### config.mk
export PLATFORM = sky130hd
export DESIGN_NAME = axis_block_packer_flat
export DESIGN_NICKNAME = d
export VERILOG_FILES = /design/src/rtl/axis_block_packer_pkg.sv /design/src/rtl/axis_block_packer_if.sv /design/src/rtl/axis_block_packer.sv /design/src/flat_wrapper.sv
export SDC_FILE = /design/constraint.sdc
export NUM_CORES = 1
export LEC_CHECK = 0
export CAP_MARGIN = 15
export CORE_UTILIZATION = 45
export DETAILED_ROUTE_END_ITERATION = 10
export GPL_TIMING_DRIVEN = 0
export PLACE_DENSITY = 0.82
export SLEW_MARGIN = 25
export SYNTH_ARGS = -nofsm -noshare
export SYNTH_HDL_FRONTEND = slang
export SYNTH_SLANG_ARGS = --single-unit
export TNS_END_PERCENT = 30
### constraint.sdc
create_clock -name axis_clk -period 4.6 [get_ports axis_clk]
set_input_delay 0.46 -clock axis_clk [delete_from_list [all_inputs] [get_ports axis_clk]]
set_output_delay 0.46 -clock axis_clk [all_outputs]
set_load 0.005 [all_outputs]
### src/rtl/axis_block_packer_pkg.sv
// Shared constants and state encoding for the block packer and the cipher core wrapper.
package axis_block_packer_pkg;

  localparam int DATA_W    = 32;
  localparam int ENC_WORDS = 16;
  localparam int DEC_WORDS = 28;
  localparam int CNT_W     = 5;

  localparam logic [CNT_W-1:0] ENC_LAST = CNT_W'(ENC_WORDS - 1);
  localparam logic [CNT_W-1:0] DEC_LAST = CNT_W'(DEC_WORDS - 1);

  typedef enum logic {
    PASS = 1'b0,
    PAD  = 1'b1
  } state_t;

endpackage

### src/rtl/axis_block_packer_if.sv
// Stream bundle between the DMA MM2S side, the block packer and the cipher core.
interface axis_block_packer_if
  import axis_block_packer_pkg::*;
();

  logic              encryp_decryp;
  logic [DATA_W-1:0] s_axis_data;
  logic              s_axis_valid;
  logic              s_axis_last;
  logic              s_axis_ready;
  logic [DATA_W-1:0] m_axis_data;
  logic              m_axis_valid;
  logic              m_axis_last;
  logic              m_axis_ready;
  logic              m_msg_end;
  logic [CNT_W-1:0]  m_pad_count;

  // The packer sees the bundle as the slave of the upstream message stream.
  modport slave (
    input  encryp_decryp, s_axis_data, s_axis_valid, s_axis_last, m_axis_ready,
    output s_axis_ready, m_axis_data, m_axis_valid, m_axis_last, m_msg_end, m_pad_count
  );

  modport master (
    output encryp_decryp, s_axis_data, s_axis_valid, s_axis_last, m_axis_ready,
    input  s_axis_ready, m_axis_data, m_axis_valid, m_axis_last, m_msg_end, m_pad_count
  );

endinterface

### src/rtl/axis_block_packer.sv
// Re-frames variable-length word messages into fixed 16/28-word blocks,
// zero-padding the final block and reporting how many pad words it holds.
module axis_block_packer
  import axis_block_packer_pkg::*;
(
  input  logic         axis_clk,
  input  logic         axis_reset,
  axis_block_packer_if.slave bus
);

  state_t            state, state_next;
  logic [CNT_W-1:0]  word_cnt, word_cnt_next;
  logic [CNT_W-1:0]  pad_acc, pad_acc_next;
  logic [CNT_W-1:0]  last_idx;
  logic              mode_q, mode_next, mode_eff;
  logic              slot_free;
  logic              s_ready;

  logic              load;
  logic [DATA_W-1:0] load_data;
  logic              load_last;
  logic              load_end;
  logic [CNT_W-1:0]  load_pad;

  logic [DATA_W-1:0] out_data;
  logic              out_valid;
  logic              out_last;
  logic              out_end;
  logic [CNT_W-1:0]  out_pad;

  assign slot_free = !out_valid || bus.m_axis_ready;

  // The word at index 0 opens a block, so it must already see the new mode.
  assign mode_eff  = (word_cnt == '0) ? bus.encryp_decryp : mode_q;
  assign last_idx  = mode_eff ? DEC_LAST : ENC_LAST;

  always_comb begin
    state_next    = state;
    word_cnt_next = word_cnt;
    pad_acc_next  = pad_acc;
    mode_next     = mode_q;
    s_ready       = 1'b0;
    load          = 1'b0;
    load_data     = '0;
    load_last     = 1'b0;
    load_end      = 1'b0;
    load_pad      = '0;

    case (state)
      PASS: begin
        s_ready = slot_free;
        if (bus.s_axis_valid && slot_free) begin
          load      = 1'b1;
          load_data = bus.s_axis_data;
          if (word_cnt == last_idx) begin
            load_last     = 1'b1;
            load_end      = bus.s_axis_last;
            word_cnt_next = '0;
          end else begin
            word_cnt_next = word_cnt + CNT_W'(1);
            if (bus.s_axis_last) begin
              state_next   = PAD;
              pad_acc_next = '0;
            end
          end
        end
      end

      PAD: begin
        if (slot_free) begin
          load = 1'b1;
          if (word_cnt == last_idx) begin
            load_last     = 1'b1;
            load_end      = 1'b1;
            load_pad      = pad_acc + CNT_W'(1);
            word_cnt_next = '0;
            pad_acc_next  = '0;
            state_next    = PASS;
          end else begin
            word_cnt_next = word_cnt + CNT_W'(1);
            pad_acc_next  = pad_acc + CNT_W'(1);
          end
        end
      end

      default: state_next = PASS;
    endcase

    if (load && (word_cnt == '0)) begin
      mode_next = bus.encryp_decryp;
    end
  end

  always_ff @(posedge axis_clk) begin
    if (axis_reset) begin
      state    <= PASS;
      word_cnt <= '0;
      pad_acc  <= '0;
      mode_q   <= 1'b0;
    end else begin
      state    <= state_next;
      word_cnt <= word_cnt_next;
      pad_acc  <= pad_acc_next;
      mode_q   <= mode_next;
    end
  end

  // Single output register; sideband fields drop to zero once the word is taken.
  always_ff @(posedge axis_clk) begin
    if (axis_reset) begin
      out_data  <= '0;
      out_valid <= 1'b0;
      out_last  <= 1'b0;
      out_end   <= 1'b0;
      out_pad   <= '0;
    end else if (load) begin
      out_data  <= load_data;
      out_valid <= 1'b1;
      out_last  <= load_last;
      out_end   <= load_end;
      out_pad   <= load_pad;
    end else if (bus.m_axis_ready) begin
      out_valid <= 1'b0;
      out_last  <= 1'b0;
      out_end   <= 1'b0;
      out_pad   <= '0;
    end
  end

  assign bus.s_axis_ready = s_ready;
  assign bus.m_axis_data  = out_data;
  assign bus.m_axis_valid = out_valid;
  assign bus.m_axis_last  = out_last;
  assign bus.m_msg_end    = out_end;
  assign bus.m_pad_count  = out_pad;

endmodule

### src/flat_wrapper.sv
// flat-port wrapper written by rule: the top's interface ports become plain ports
module axis_block_packer_flat import axis_block_packer_pkg::*;
  (axis_clk, axis_reset, bus_encryp_decryp, bus_s_axis_data, bus_s_axis_valid, bus_s_axis_last, bus_m_axis_ready, bus_s_axis_ready, bus_m_axis_data, bus_m_axis_valid, bus_m_axis_last, bus_m_msg_end, bus_m_pad_count);
  axis_block_packer_if bus_i ();
  input  logic axis_clk;
  input  logic axis_reset;
  input wire logic [$bits(bus_i.encryp_decryp)-1:0] bus_encryp_decryp;
  input wire logic [$bits(bus_i.s_axis_data)-1:0] bus_s_axis_data;
  input wire logic [$bits(bus_i.s_axis_valid)-1:0] bus_s_axis_valid;
  input wire logic [$bits(bus_i.s_axis_last)-1:0] bus_s_axis_last;
  input wire logic [$bits(bus_i.m_axis_ready)-1:0] bus_m_axis_ready;
  output wire logic [$bits(bus_i.s_axis_ready)-1:0] bus_s_axis_ready;
  output wire logic [$bits(bus_i.m_axis_data)-1:0] bus_m_axis_data;
  output wire logic [$bits(bus_i.m_axis_valid)-1:0] bus_m_axis_valid;
  output wire logic [$bits(bus_i.m_axis_last)-1:0] bus_m_axis_last;
  output wire logic [$bits(bus_i.m_msg_end)-1:0] bus_m_msg_end;
  output wire logic [$bits(bus_i.m_pad_count)-1:0] bus_m_pad_count;
  assign bus_i.encryp_decryp = bus_encryp_decryp;
  assign bus_i.s_axis_data = bus_s_axis_data;
  assign bus_i.s_axis_valid = bus_s_axis_valid;
  assign bus_i.s_axis_last = bus_s_axis_last;
  assign bus_i.m_axis_ready = bus_m_axis_ready;
  assign bus_s_axis_ready = bus_i.s_axis_ready;
  assign bus_m_axis_data = bus_i.m_axis_data;
  assign bus_m_axis_valid = bus_i.m_axis_valid;
  assign bus_m_axis_last = bus_i.m_axis_last;
  assign bus_m_msg_end = bus_i.m_msg_end;
  assign bus_m_pad_count = bus_i.m_pad_count;
  axis_block_packer u_core (.axis_clk(axis_clk), .axis_reset(axis_reset), .bus(bus_i));
endmodule
==> results.json <==
{
  "cts_sinks": 52,
  "fin_ws_ns": 2.40,
  "dp.cells": 339,
  "start_kind": "input pin",
  "post-route-drc-count": 0,
  "cts_setup_buffers": 0,
  "area_delta_synth_final_pct": 47.4,
  "layout_common_cells": "78 x clkdlybuf4s50_1, 52 x dfxtp_1, 41 x nor2_1, 32 x a22oi_1",
  "antenna_cells": 0,
  "viasPerCell": 5.39,
  "hold_viol_final": 0,
  "rsz0062_at_grt": "no",
  "cp_data_required_time_ns": 4.14,
  "cts_buffers": 5,
  "core_area_mm2": 0.00414,
  "drtIter0Drc": 117,
  "overflow": 0,
  "htreeDepth": 2,
  "ir_drop_v": 0.000270,
  "fin_util_pct": 71.6,
  "yosys_warnings": 0,
  "ctsResizeCount": 0,
  "fp.dieW_um": 68.9,
  "run_status": "completed",
  "end_kind": "primary output",
  "slew_headroom_pct": 65.1,
  "grt_pass1_wl_mm": 7.51,
  "fp-row-count": 23,
  "synth_seq_cells": 52,
  "synth_top_cells_by_area": "dfxtp_1 52%, a22oi_1 12%, nor2_1 7.6%",
  "finalMaxSlewViolations": 0,
  "period_share_pct": 47.8,
  "netlist_area_mm2": 0.00201,
  "final_common_cell": "clkdlybuf4s50_1",
  "synthCells": 211,
  "grt_pass1_vias": 1661,
  "grtUsageTotal_pct": 21.7,
  "power.density_mw_per_mm2": 321,
  "root_buffer": "clkbuf_8",
  "pre_cts_ws_ns": 2.33,
  "grt_start_max_net_pins": 17,
  "finalCriticalPeriod_ns": 2.20,
  "clkTransAtPathRegs_ns": 0.09,
  "synth_ff_type": "dfxtp_1",
  "setup_tns_ns": 0,
  "io_buffers": 78,
  "fin_skew_ns": 0.00668,
  "first_pass_iters": 4,
  "io_pins": 79,
  "gp_congestion": 0.788,
  "final_antenna_net_count": 0,
  "yosysUniqueCellTypes": 43,
  "routedWlPerCell_um": 14.2,
  "stdcell_count": 347,
  "ys_seq_area_share_pct": 51.7,
  "initial_core_util_pct": 48.6,
  "yosys.area.top_type_share_pct": 51.7,
  "max_freq_mhz": 455,
  "drive_gt1_share_pct": 7.41,
  "worstSetupPathType": "in2out",
  "cts_max_path_buffers": 2,
  "setup_violations": 0,
  "drv_cap": 0,
  "p_leak_nw": 1.12,
  "synth_edf_count": 0,
  "hold_path_class": "reg2reg",
  "drt_wl_total_mm": 4.92,
  "cts_tree": "yes",
  "nets": 337,
  "async_reset_ff_share_pct": 0,
  "die-area_mm2": 0.00475,
  "syn_avg_cell_area_um2": 9.54,
  "worst_pin_slew_ns": 0.523,
  "cp_data_arrival_time_ns": 1.74,
  "vias": 1869,
  "crit_fanout": 5,
  "yosysTopAreaCell": "dfxtp_1",
  "syn_nets": 252,
  "cts_hold_buf": 0,
  "clk-insertion-delay-late_ns": 0.31,
  "antenna_found_initial": 0,
  "dpl.hpwl_mm": 3.48,
  "hold_ws_ns": 0.467,
  "die_h_um": 68.9
}
per-layer routing:
layer  up-vias  track usage [%]  part of all wire [%]
met5         -                0                     0
met4         0             6.89                   1.3
met3         8             8.39                   6.8
met2        55             33.9                    48
met1       870             27.5                    44
li1        936                -                     -
synthesized netlist by cell type (all sizes together) (3+ instances only):
cell and n:
a32o 3, a22oi 32, a32oi 3, nand2 9, ha 3, dfxtp 52, clkbuf 6, a21oi 9
nor2 41, nand3 7, buf 9, inv 3
area by class of cell:
type                       instances  area, µm²
buffer                            15       76.3
clock buffer                       5       68.8
clock inverter                     3       42.5
fill                             335       1180
inverter                           3       11.3
multi-input combinational        141        885
sequential                        52       1040
tap                               50       62.6
timing repair buffer              78        781
sequential cells by signal, summed over array words and instances (netlist names):
| name | count |
|---|---|
| u_core.bus.m_axis_data | 32 |
| u_core.bus.m_axis_last | 1 |
| u_core.bus.m_axis_valid | 1 |
| u_core.bus.m_msg_end | 1 |
| u_core.bus.m_pad_count | 5 |
| u_core.mode_q | 1 |
| u_core.pad_acc | 5 |
| u_core.state | 1 |
| u_core.word_cnt | 5 |
worst paths after layout:
check,from,end,slack [ns],cells past startpoint
worst max register to register,u_core.state$_SDFF_PP0_,u_core.pad_acc[0]$_SDFFE_PP0P_,3.00,5
worst max-delay path,bus_m_axis_ready,bus_s_axis_ready,2.40,4
worst min-delay path,u_core.bus.m_pad_count[0]$_SDFFE_PP0P_,u_core.bus.m_pad_count[0]$_SDFFE_PP0P_,0.47,2
worst min register to register,u_core.bus.m_pad_count[0]$_SDFFE_PP0P_,u_core.bus.m_pad_count[0]$_SDFFE_PP0P_,0.47,2
cell families (layout without fill, tap and decap cells):
family	Yosys count	count (layout)	share of synthesized area, %
DFF	52	52	51.7
AOI/OAI and AO/OA	60	60	23.1
muxes	1	1	0.497
xor gates and xnor gates	2	2	0.870
buffers and inverters	18	104	4.35
adders and majority gates	3	3	1.86
and+or+nand+nor	75	75	17.7
metrics by stage:
step | power, W | instance area (µm²)
2_1_floorplan | 0.000565 | 2010
3_3_place_gp | 0.000649 | 2860
3_5_place_dp | 0.000651 | 2860
4_1_cts | 0.000961 | 2970
5_1_grt | 0.000996 | 2970
6_report | 0.000954 | 2970
critical path: stages:
cell and delay (ns):
clkdlybuf4s50_1 0.56, nor2b_1 0.10, nor2_1 0.11, clkdlybuf4s50_1 0.51
power by group:
part           internal (W)  total [W]  switching [W]
Combinational     0.0000902   0.000156      0.0000659
Clock              0.000161   0.000313       0.000152
Sequential         0.000471   0.000485      0.0000141
(Power assumes the default switching activity.)
